**src/rtl/imm_encoder.sv**
```systemverilog
// Two-stage valid/ready pipeline that merges an immediate into a base instruction
// word for the selected format and flags immediates that do not fit.
module imm_encoder #(
  parameter int DATA_WIDTH    = 32,
  parameter int ERR_CNT_WIDTH = 8
) (
  input  logic                     clk,
  input  logic                     rst_n,
  input  logic                     in_valid,
  output logic                     in_ready,
  input  logic [DATA_WIDTH-1:0]    base_instr,
  input  logic [DATA_WIDTH-1:0]    imm,
  input  logic [2:0]               ImmSrc,
  output logic                     out_valid,
  input  logic                     out_ready,
  output logic [DATA_WIDTH-1:0]    instr,
  output logic                     range_err,
  output logic [ERR_CNT_WIDTH-1:0] err_count
);

  typedef enum logic [2:0] {
    FMT_I = 3'b000,
    FMT_S = 3'b001,
    FMT_B = 3'b011,
    FMT_U = 3'b100,
    FMT_J = 3'b101
  } imm_fmt_e;

  logic                  s1_valid;
  logic [DATA_WIDTH-1:0] s1_base;
  logic [DATA_WIDTH-1:0] s1_imm;
  logic [2:0]            s1_src;
  logic                  s2_valid;
  logic                  s2_load;
  logic                  s1_adv;
  logic [DATA_WIDTH-1:0] merged;
  logic                  merged_err;

  assign s2_load   = !s2_valid || out_ready;
  assign s1_adv    = s1_valid && s2_load;
  assign in_ready  = !s1_valid || s1_adv;
  assign out_valid = s2_valid;

  always_ff @(posedge clk or negedge rst_n) begin
    if (!rst_n) begin
      s1_valid <= 1'b0;
      s1_base  <= '0;
      s1_imm   <= '0;
      s1_src   <= '0;
    end else if (in_ready) begin
      s1_valid <= in_valid;
      if (in_valid) begin
        s1_base <= base_instr;
        s1_imm  <= imm;
        s1_src  <= ImmSrc;
      end
    end
  end

  // Out-of-range immediates are still merged from their truncated bits.
  always_comb begin
    merged     = s1_base;
    merged_err = 1'b0;
    case (s1_src)
      FMT_I: begin
        merged[31:20] = s1_imm[11:0];
        merged_err    = !((&s1_imm[31:11]) || !(|s1_imm[31:11]));
      end
      FMT_S: begin
        merged[31:25] = s1_imm[11:5];
        merged[11:7]  = s1_imm[4:0];
        merged_err    = !((&s1_imm[31:11]) || !(|s1_imm[31:11]));
      end
      FMT_B: begin
        merged[31]    = s1_imm[12];
        merged[30:25] = s1_imm[10:5];
        merged[11:8]  = s1_imm[4:1];
        merged[7]     = s1_imm[11];
        merged_err    = !((&s1_imm[31:12]) || !(|s1_imm[31:12])) || s1_imm[0];
      end
      FMT_U: begin
        merged[31:12] = s1_imm[31:12];
        merged_err    = |s1_imm[11:0];
      end
      FMT_J: begin
        merged[31]    = s1_imm[20];
        merged[30:21] = s1_imm[10:1];
        merged[20]    = s1_imm[11];
        merged[19:12] = s1_imm[19:12];
        merged_err    = !((&s1_imm[31:20]) || !(|s1_imm[31:20])) || s1_imm[0];
      end
      default: begin
        merged_err = 1'b1;
      end
    endcase
  end

  always_ff @(posedge clk or negedge rst_n) begin
    if (!rst_n) begin
      s2_valid  <= 1'b0;
      instr     <= '0;
      range_err <= 1'b0;
    end else if (s2_load) begin
      s2_valid <= s1_valid;
      if (s1_valid) begin
        instr     <= merged;
        range_err <= merged_err;
      end
    end
  end

  always_ff @(posedge clk or negedge rst_n) begin
    if (!rst_n) begin
      err_count <= '0;
    end else if (s2_valid && out_ready && range_err && (err_count != '1)) begin
      err_count <= err_count + 1'b1;
    end
  end

endmodule

```
**config.mk**
```make
export PLATFORM = sky130hd
export DESIGN_NAME = imm_encoder
export DESIGN_NICKNAME = d
export VERILOG_FILES = /design/src/rtl/imm_encoder.sv
export SDC_FILE = /design/constraint.sdc
export NUM_CORES = 1
export LEC_CHECK = 0
export ABC_AREA = 1
export CAP_MARGIN = 20
export CORE_MARGIN = 2
export CORE_UTILIZATION = 54
export DETAILED_ROUTE_END_ITERATION = 12
export PLACE_DENSITY_LB_ADDON = 0.3
export SYNTH_ARGS = -nofsm -noshare
export SYNTH_HDL_FRONTEND = slang
export SYNTH_SLANG_ARGS = --single-unit
```
**constraint.sdc**
```tcl
create_clock -name clk -period 2 [get_ports clk]
set_input_delay 0.3 -clock clk [delete_from_list [all_inputs] [get_ports clk]]
set_output_delay 0.3 -clock clk [all_outputs]
set_load 0.05 [all_outputs]
```
Yosys cells after proc, flatten, opt, wreduce, memory -nomap -nowiden
Index checks and enable logic that the tools add are counted.
{ "word_totals": {"ff_bits": 110, "in_bits": 71, "out_inout_bits": 43, "wordCells": 50} }
{ "classes": {"addsub": 1, "n_eq_ne": 5, "mux": 5, "n_reduce_logical": 31} }
{ "op_table": {"columns": ["operator", "n"], "rows": [
  ["$pmux W7 S4", 1],
  ["$reduce_or A12 Y1", 2],
  ["$reduce_and A21 Y1", 1],
  ["$reduce_or A21 Y1", 1],
  ["$reduce_and A20 Y1", 1],
  ["$reduce_or A20 Y1", 1],
  ["$pmux W5 S3", 1],
  ["$reduce_and A12 Y1", 1],
  ["$pmux W5 S2", 1],
  ["$add A8 B1 Y8 const B", 1],
  ["$logic_not A1 Y1", 8],
  ["$mux W8", 1],
  ["$ne A8 B8 Y1 const B", 1],
  ["$logic_or A1 B1 Y1", 7],
  ["$eq A3 B3 Y1 const B", 2],
  ["$logic_and A1 B1 Y1", 4],
  ["$pmux W1 S4", 1],
  ["$reduce_and A2 Y1", 2],
  ["$reduce_or A2 Y1", 2],
  ["$eq A3 B1 Y1 const B", 1],
  ["$eq A3 B2 Y1 const B", 1],
  ["$logic_not A3 Y1", 1]
]} }

Longest topological paths before layout
Gate-level depths: netlist of run 1.
{ "depth": {"depth_word": 6, "ltp_mapped": 10, "mapped_depth_nobuf": 10} }

Worst setup path after synthesis of run 1
No wires, ideal clock.
{ "synth_timing": {"path_kind": "register to register", "startpoint": "register s2_valid (netlist: out_valid)", "endpoint": "register s1_base[0]", "setup_ns": 0.125, "arrival_time_ns": 1.806, "required_time_ns": 1.875, "setup_slack_ns": 0.070, "stages_incl_launch_ff": 5, "path_buffers": 1, "synth_period_minus_slack_ns": 1.930, "cell_sequence": "dfrtp_1 > nand3_2 > nand2_4 > buf_4 > mux2_2"} }
{ "synth_between": {"elab_chain_cells": 5} }
{ "synth_lines": {"columns": ["element", "line", "source"], "rows": [
  ["start: declaration", "33", "logic s2_valid;"],
  ["start signal: assignment", "104", "s2_valid <= s1_valid;"],
  ["$logic_not A1 Y1", "39", "assign s2_load = !s2_valid || out_ready;"],
  ["$logic_or A1 B1 Y1", "39", null],
  ["$logic_and A1 B1 Y1", "40", "assign s1_adv = s1_valid && s2_load;"],
  ["$logic_or A1 B1 Y1", "41", "assign in_ready = !s1_valid || s1_adv;"],
  ["via in_ready", "10", "output logic in_ready,"],
  ["$reduce_and A2 Y1 (no source line)", null, null],
  ["end signal: assignment", "53", "s1_base <= base_instr;"],
  ["end: declaration", "30", "logic [DATA_WIDTH-1:0] s1_base;"]
]} }
The timed path passes the listed nets, and every way through them passes these cells.
A chain may end at the register's enable or synchronous reset.

Final worst setup path of run 1
{ "layout_timing": {"startpoint": "register err_count[2]", "endpoint": "output port err_count[2]"} }
{ "layout_lines": {"columns": ["element", "line", "source"], "rows": [
  ["start: declaration", "18", "output logic [ERR_CNT_WIDTH-1:0] err_count"],
  ["start signal: assignment", "116", "err_count <= err_count + 1'b1;"]
]} }
No word-level cell between the ends.

==> reports/metrics.yaml, run 1 <==
antenna_found_initial: 0
start_util_pct: 56.1
drtIter0Drc: 259
tns_ps: 0
dieArea_um2: 9890
io_buffers: 113
setup_violations: 0
seq_area_frac_synth_pct: 56.0
grt_pass1_wl_mm: 19.5
power_leakage_nw: 2.91
ctsResizeCount: 0
holdBufCountCts: 0
slew_headroom_pct: 62.2
wl_mm: 11.7
skew_ps: 15.3
outcome: "finished with violations"
path_max_fanout: 4
finalNetCount: 706
vdd_drop_max_mv: 0.613
slew_viol_final: 0
insertion_delay_ps: 380
critPathLaunchType: "register"
cts_buffers: 9
critPathBufInv: 1
rows: 34
io_pins: 114
hold_slack_ps: -18.1
slowest_stage: "clkdlybuf4s50_1"
final_common_cell: "nand2_1"
hold_viol: 6
max_freq_mhz: 522
violations: "negative hold slack"
dp.cells: 731
path_cells: "clkdlybuf4s50_1"
h-tree-depth: 3
syn_to_final_growth_pct: 30.3
drc: 0
grt_max_degree: 111
arrival_ps: 1610
grt_overflow: 0
rsz0062_at_grt: "no"
post_drt_wl_per_cell_um: 15.7
synth_top_area_share_pct: 56.0
fin_crit_ps: 1910
endpoint_kind: "output pin"
syn_area_per_cell_um2: 9.51
drive_above_1_share_pct: 14.4
power_mw: 7.64
root_buffer: "clkbuf_8"
netlist_instances: 517
multiInputGateArea_um2: 1890
seq_area_um2: 2750
post-route-period-util_pct: 95.7
max_cap_viol_count: 0
critPathMaxStageDelay_ps: 830
synth_area_leaders: "dfrtp_1 56%, mux2_2 9.8%, nand2_1 8.9%"
core_area_um2: 8760
gp_congestion: 0.930
die_h_um: 99.4
clockBufferDepth: 2
worstMarginPinSlew_ps: 566
n_antenna_cell: 0
firstDrtPassIters: 4
ant_nets: 0
final_cell_mix: "117 x nand2_1, 111 x clkdlybuf4s50_1, 110 x dfrtp_1"
critPathTopFamily: "buffers and inverters"
syn_area_um2: 4920
synthesis.nets: 589
pwr_density_cell_nw_per_um2: 1190
ys_warn_count: 0
cts_tree: "built"
grt_pass1_vias: 4087
crit_required_ps: 1700
dp_hpwl_mm: 8.46
path_class: "reg -> out"
ys_ff_latch: 110
clk_pin_slew_ps: 110
clkSinkCount: 110
finalNonFillerCells: 747
die_w_um: 99.4
vias_per_cell: 5.37
synth_top_area_cell: "dfrtp_1"
hold_class: "in -> async"
fillers: 632
synth.distinct_cells: 30
cts_setup_buffers: 0
via_count: 4011
grt_usage_pct: 24.9
## Yosys cell counts, drive strengths merged
master  number
xor2         4
mux2        44
nand4        4
nand3        8
a221oi       1
ha           1
o22ai        3
o221ai       5
a211oi       1
o211ai       2
nor2        75
nand2      123
nor3         3
inv         43
buf         18
a21oi       55
xnor2        2
and3         1
o21ai       14
dfrtp      110
## through the flow
stage	util (%)	setup slack [ps]	cell area [um^2]	hold WS, ps
after floorplan	-	69.6	4920	4.41
final	73.1	85.3	6410	-18.1
after global placement	70.9	169	6210	416
after CTS	73.1	77.8	6410	14.0
after global routing	73.1	51.7	6410	27.1
after detailed placement	70.9	138	6210	425
## kinds of logic (layout without fill, tap and decap cells)
logic type | after synthesis | count (layout) | share of synthesized area [%]
flops | 110 | 110 | 56.0
xor+xnor | 6 | 6 | 1.07
compound gates | 81 | 81 | 9.03
buf+inv | 61 | 183 | 5.62
mux | 44 | 44 | 10.1
fa+ha+maj | 1 | 1 | 0.254
simple gates | 214 | 214 | 18.0
## metal layers
layer	wire length (um)	track usage [%]	share of wire [%]
met5	0	0	0
met1	4970	34.4	42
met2	5910	41.6	51
met3	677	2.95	5.8
met4	140	7.90	1.2
## area by class of cell
type,instances,area share (%)
sequential,110,43.0
multi-input combinational,346,29.5
timing repair buffer,124,19.8
inverter,43,2.52
tap,108,2.11
clock buffer,10,1.99
clock inverter,6,1.09
## state kept, by name (all words and copies together), names as in the netlist
signal	count
s1_valid	1
s1_base	32
s1_imm	32
out_valid	1
instr	32
s1_src	3
err_count	8
range_err	1
## path summary, 6_finish.rpt
| check | cells after the start | startpoint | slack (ps) | to |
|---|---|---|---|---|
| hold reg to reg | 2 | s1_base[0]$_DFFE_PN0P_ | 470 | instr[0]$_DFFE_PN0P_ |
| hold / removal | 2 | rst_n | -20 | s1_base[16]$_DFFE_PN0P_ |
| min in group clk | 2 | s1_base[0]$_DFFE_PN0P_ | 470 | instr[0]$_DFFE_PN0P_ |
| setup reg to reg | 6 | s1_src[2]$_DFFE_PN0P_ | 340 | instr[30]$_DFFE_PN0P_ |
| max in group asynchronous | 2 | rst_n | 1600 | s1_imm[27]$_DFFE_PN0P_ |
| setup / recovery | 1 | err_count[2]$_DFFE_PN0P_ | 90 | err_count[2] |
## power by group
group	internal (mW)	switching [mW]
clock	0.592	0.767
combinational	1.14	2.02
sequential	2.74	0.371
total	4.48	3.16
No activity file was read; power rests on OpenSTA's default activity.
==> inputs of run 2 (changes only) <==
--- a/config.mk
+++ b/config.mk
@@ -7,7 +7,6 @@
 export LEC_CHECK = 0
 export ABC_AREA = 1
 export CAP_MARGIN = 20
-export CORE_MARGIN = 2
 export CORE_UTILIZATION = 54
 export DETAILED_ROUTE_END_ITERATION = 12
 export PLACE_DENSITY_LB_ADDON = 0.3
==> run 2 against run 1 <==
  * The run now ends clean
  * Fmax fell by 0.33%
  * Power increased by 0.45%
  * Final area rose by 0.29%
  * Critical path depth unchanged
  * Core utilization rose by 0.21 points
  * Worst hold slack gained 380 ps
  * Final cell count increased by 0.40%
  * Sequential cell count is the same
  * Register-to-register slack better by 40 ps
  * Critical path type unchanged
  * Largest cell class unchanged
==> reports/metrics.yaml, run 2 (synthesized netlist as in run 1, its figures left out) <==
hold_class: "in -> async"
slew_viol_final: 0  # unchanged
cts_tree: "built"
crit_required_ps: 1700  # about the same
slew_headroom_pct: 65.6  # +3.4 points
clockBufferDepth: 2  # unchanged
critPathBufInv: 1  # unchanged
die_w_um: 97.4  # -2.0%
vdd_drop_max_mv: 0.624  # +1.7%
setup_violations: 0  # unchanged
die_h_um: 97.4  # -2.0%
cp-startpoint: "err_count[2]$_DFFE_PN0P_"
path_class: "reg -> out"
cp.depth: 1  # unchanged
rsz0062_at_grt: "no"
n_antenna_cell: 0  # unchanged
worstMarginPinSlew_ps: 514  # -52.2 ps
critPathTopFamily: "buffers and inverters"
fin_crit_ps: 1920  # +6.41 ps
vias_per_cell: 5.40  # +0.54%
endpoint_kind: "output pin"
drc: 0  # unchanged
ff2ff_setup_slack_ps: 380  # +40 ps
grt_max_degree: 48  # -57%
grt_pass1_vias: 4144  # +1.4%
dieArea_um2: 9490  # -4.0%
fillers: 661  # +4.6%
pwr_density_cell_nw_per_um2: 1190  # +0.15%
slowest_stage: "clkdlybuf4s50_1"
grt_overflow: 0  # unchanged
dp_hpwl_mm: 8.92  # +5.3%
skew_ps: 9.82  # -5.53 ps
preCtsSetupSlack_ps: 178  # +40.0 ps
core_area_um2: 8760  # unchanged
power_leakage_nw: 2.93  # +0.52%
syn_to_final_growth_pct: 30.7
final_cell_mix: "117 x nand2_1, 111 x clkdlybuf4s50_1, 110 x dfrtp_1"
finalInstanceArea_um2: 6430  # +0.29%
antenna_found_initial: 0  # unchanged
io_buffers: 113  # unchanged
crit-reg2reg-launch: "s1_src[2]$_DFFE_PN0P_"
max_cap_viol_count: 0  # unchanged
outcome: "complete, no violations"
tns_ps: 0  # unchanged
reg_top3: "instr x32, s1_base x32, s1_imm x32"
post-route-period-util_pct: 96.1  # +0.32 points
io_pins: 114  # unchanged
power_mw: 7.67  # +0.45%
gp_congestion: 0.884  # -4.9%
max_freq_mhz: 521  # -0.33%
clkSinkCount: 110  # unchanged
reg2regPathDepth: 6  # unchanged
post_drt_wl_per_cell_um: 15.9  # +1.5%
critPathLaunchType: "register"
ant_nets: 0  # unchanged
critPathMaxStageDelay_ps: 830  # about the same
holdBufCountCts: 1  # +1
h-tree-depth: 3  # unchanged
rows: 34  # unchanged
place_area_um2: 6210  # about the same
cts_buffers: 9  # unchanged
root_buffer: "clkbuf_8"
drive_above_1_share_pct: 14.8  # +0.40 points
via_count: 4049  # +0.95%
clk_pin_slew_ps: 100  # about the same
setup_ws_ps: 78.9  # -6.41 ps
start_util_pct: 56.1  # unchanged
worstReg2RegEnd: "instr[30]$_DFFE_PN0P_"
drtIter0Drc: 247  # -4.6%
final_common_cell: "nand2_1"
cts_setup_buffers: 0  # unchanged
path_max_fanout: 4  # unchanged
path_cells: "clkdlybuf4s50_1"
hold_viol: 0  # -6
grt_pass1_wl_mm: 19.9  # +2.1%
ctsResizeCount: 0  # unchanged
finalNetCount: 709  # +0.42%
firstDrtPassIters: 4  # unchanged
arrival_ps: 1620  # about the same
grt_usage_pct: 26.6  # +1.7 points
insertion_delay_ps: 370  # about the same
critPathCapture: "err_count[2]"
wl_mm: 11.9  # +1.9%
-- run 2: changes by cell type in the layout (fill, tap and decap cells not counted) --
cell,change
inv_6,-1
buf_4,+3
dlygate4sd3_1,+1
clkinv_2,+1
inv_8,+2
buf_12,-1
clkinv_4,-1
clkbuf_1,-1
-- run 2: where the power goes --
group | total (mW) | internal, mW | leakage [nW] | switching, mW
logic | 3.17 | 1.14 | 1.54 | 2.03
clock network | 1.38 | 0.599 | 0.107 | 0.783
registers | 3.12 | 2.74 | 1.28 | 0.378
-- run 2: stage by stage --
stage | util (%) | hold slack, ps | instances
after floorplan | - | 4.41 | 517
after global placement | 70.9 | 228 | 733
after detailed placement | 70.9 | 230 | 733
after CTS | 73.3 | 365 | 750
after global routing | 73.3 | 368 | 750
final | 73.3 | 358 | 750
-- run 2: cell type report --
| type | instances | area (um^2) | share of cell area [%] |
|---|---|---|---|
| Tap cell | 108 | 135 | 2.10 |
| Clock buffer | 9 | 124 | 1.93 |
| Timing Repair Buffer | 127 | 1280 | 20.0 |
| Sequential cell | 110 | 2750 | 42.8 |
| Clock inverter | 7 | 80.1 | 1.25 |
| Multi-Input combinational cell | 346 | 1890 | 29.4 |
| Inverter | 43 | 161 | 2.51 |
-- run 2: worst min path at each step --
stage               start                        to
floorplan           rst_n  err_count[0]$_DFFE_PN0P_
finish              rst_n   s1_base[16]$_DFFE_PN0P_
global placement    rst_n   s1_base[17]$_DFFE_PN0P_
detailed placement  rst_n   s1_base[16]$_DFFE_PN0P_
CTS                 rst_n   s1_base[16]$_DFFE_PN0P_
global route        rst_n   s1_base[16]$_DFFE_PN0P_
-- run 2: layer usage --
metal / share of wire [%] / GRT usage [%] / vias up / wire, um
met5: 0 / 0 / - / 0
met4: 1.2 / 6.90 / 0 / 144
met3: 5.3 / 5.18 / 18 / 627
met2: 52 / 45.0 / 135 / 6190
met1: 42 / 35.4 / 1977 / 4970
li1: - / - / 1919 / -
==> inputs of run 3 (changes only) <==
--- a/config.mk
+++ b/config.mk
@@ -10,6 +10,7 @@
 export CORE_UTILIZATION = 54
 export DETAILED_ROUTE_END_ITERATION = 12
 export PLACE_DENSITY_LB_ADDON = 0.3
+export SLEW_MARGIN = 20
 export SYNTH_ARGS = -nofsm -noshare
 export SYNTH_HDL_FRONTEND = slang
 export SYNTH_SLANG_ARGS = --single-unit
==> results of run 3 <==
The final DEF is identical to that of run 2; final timing and power are the same.
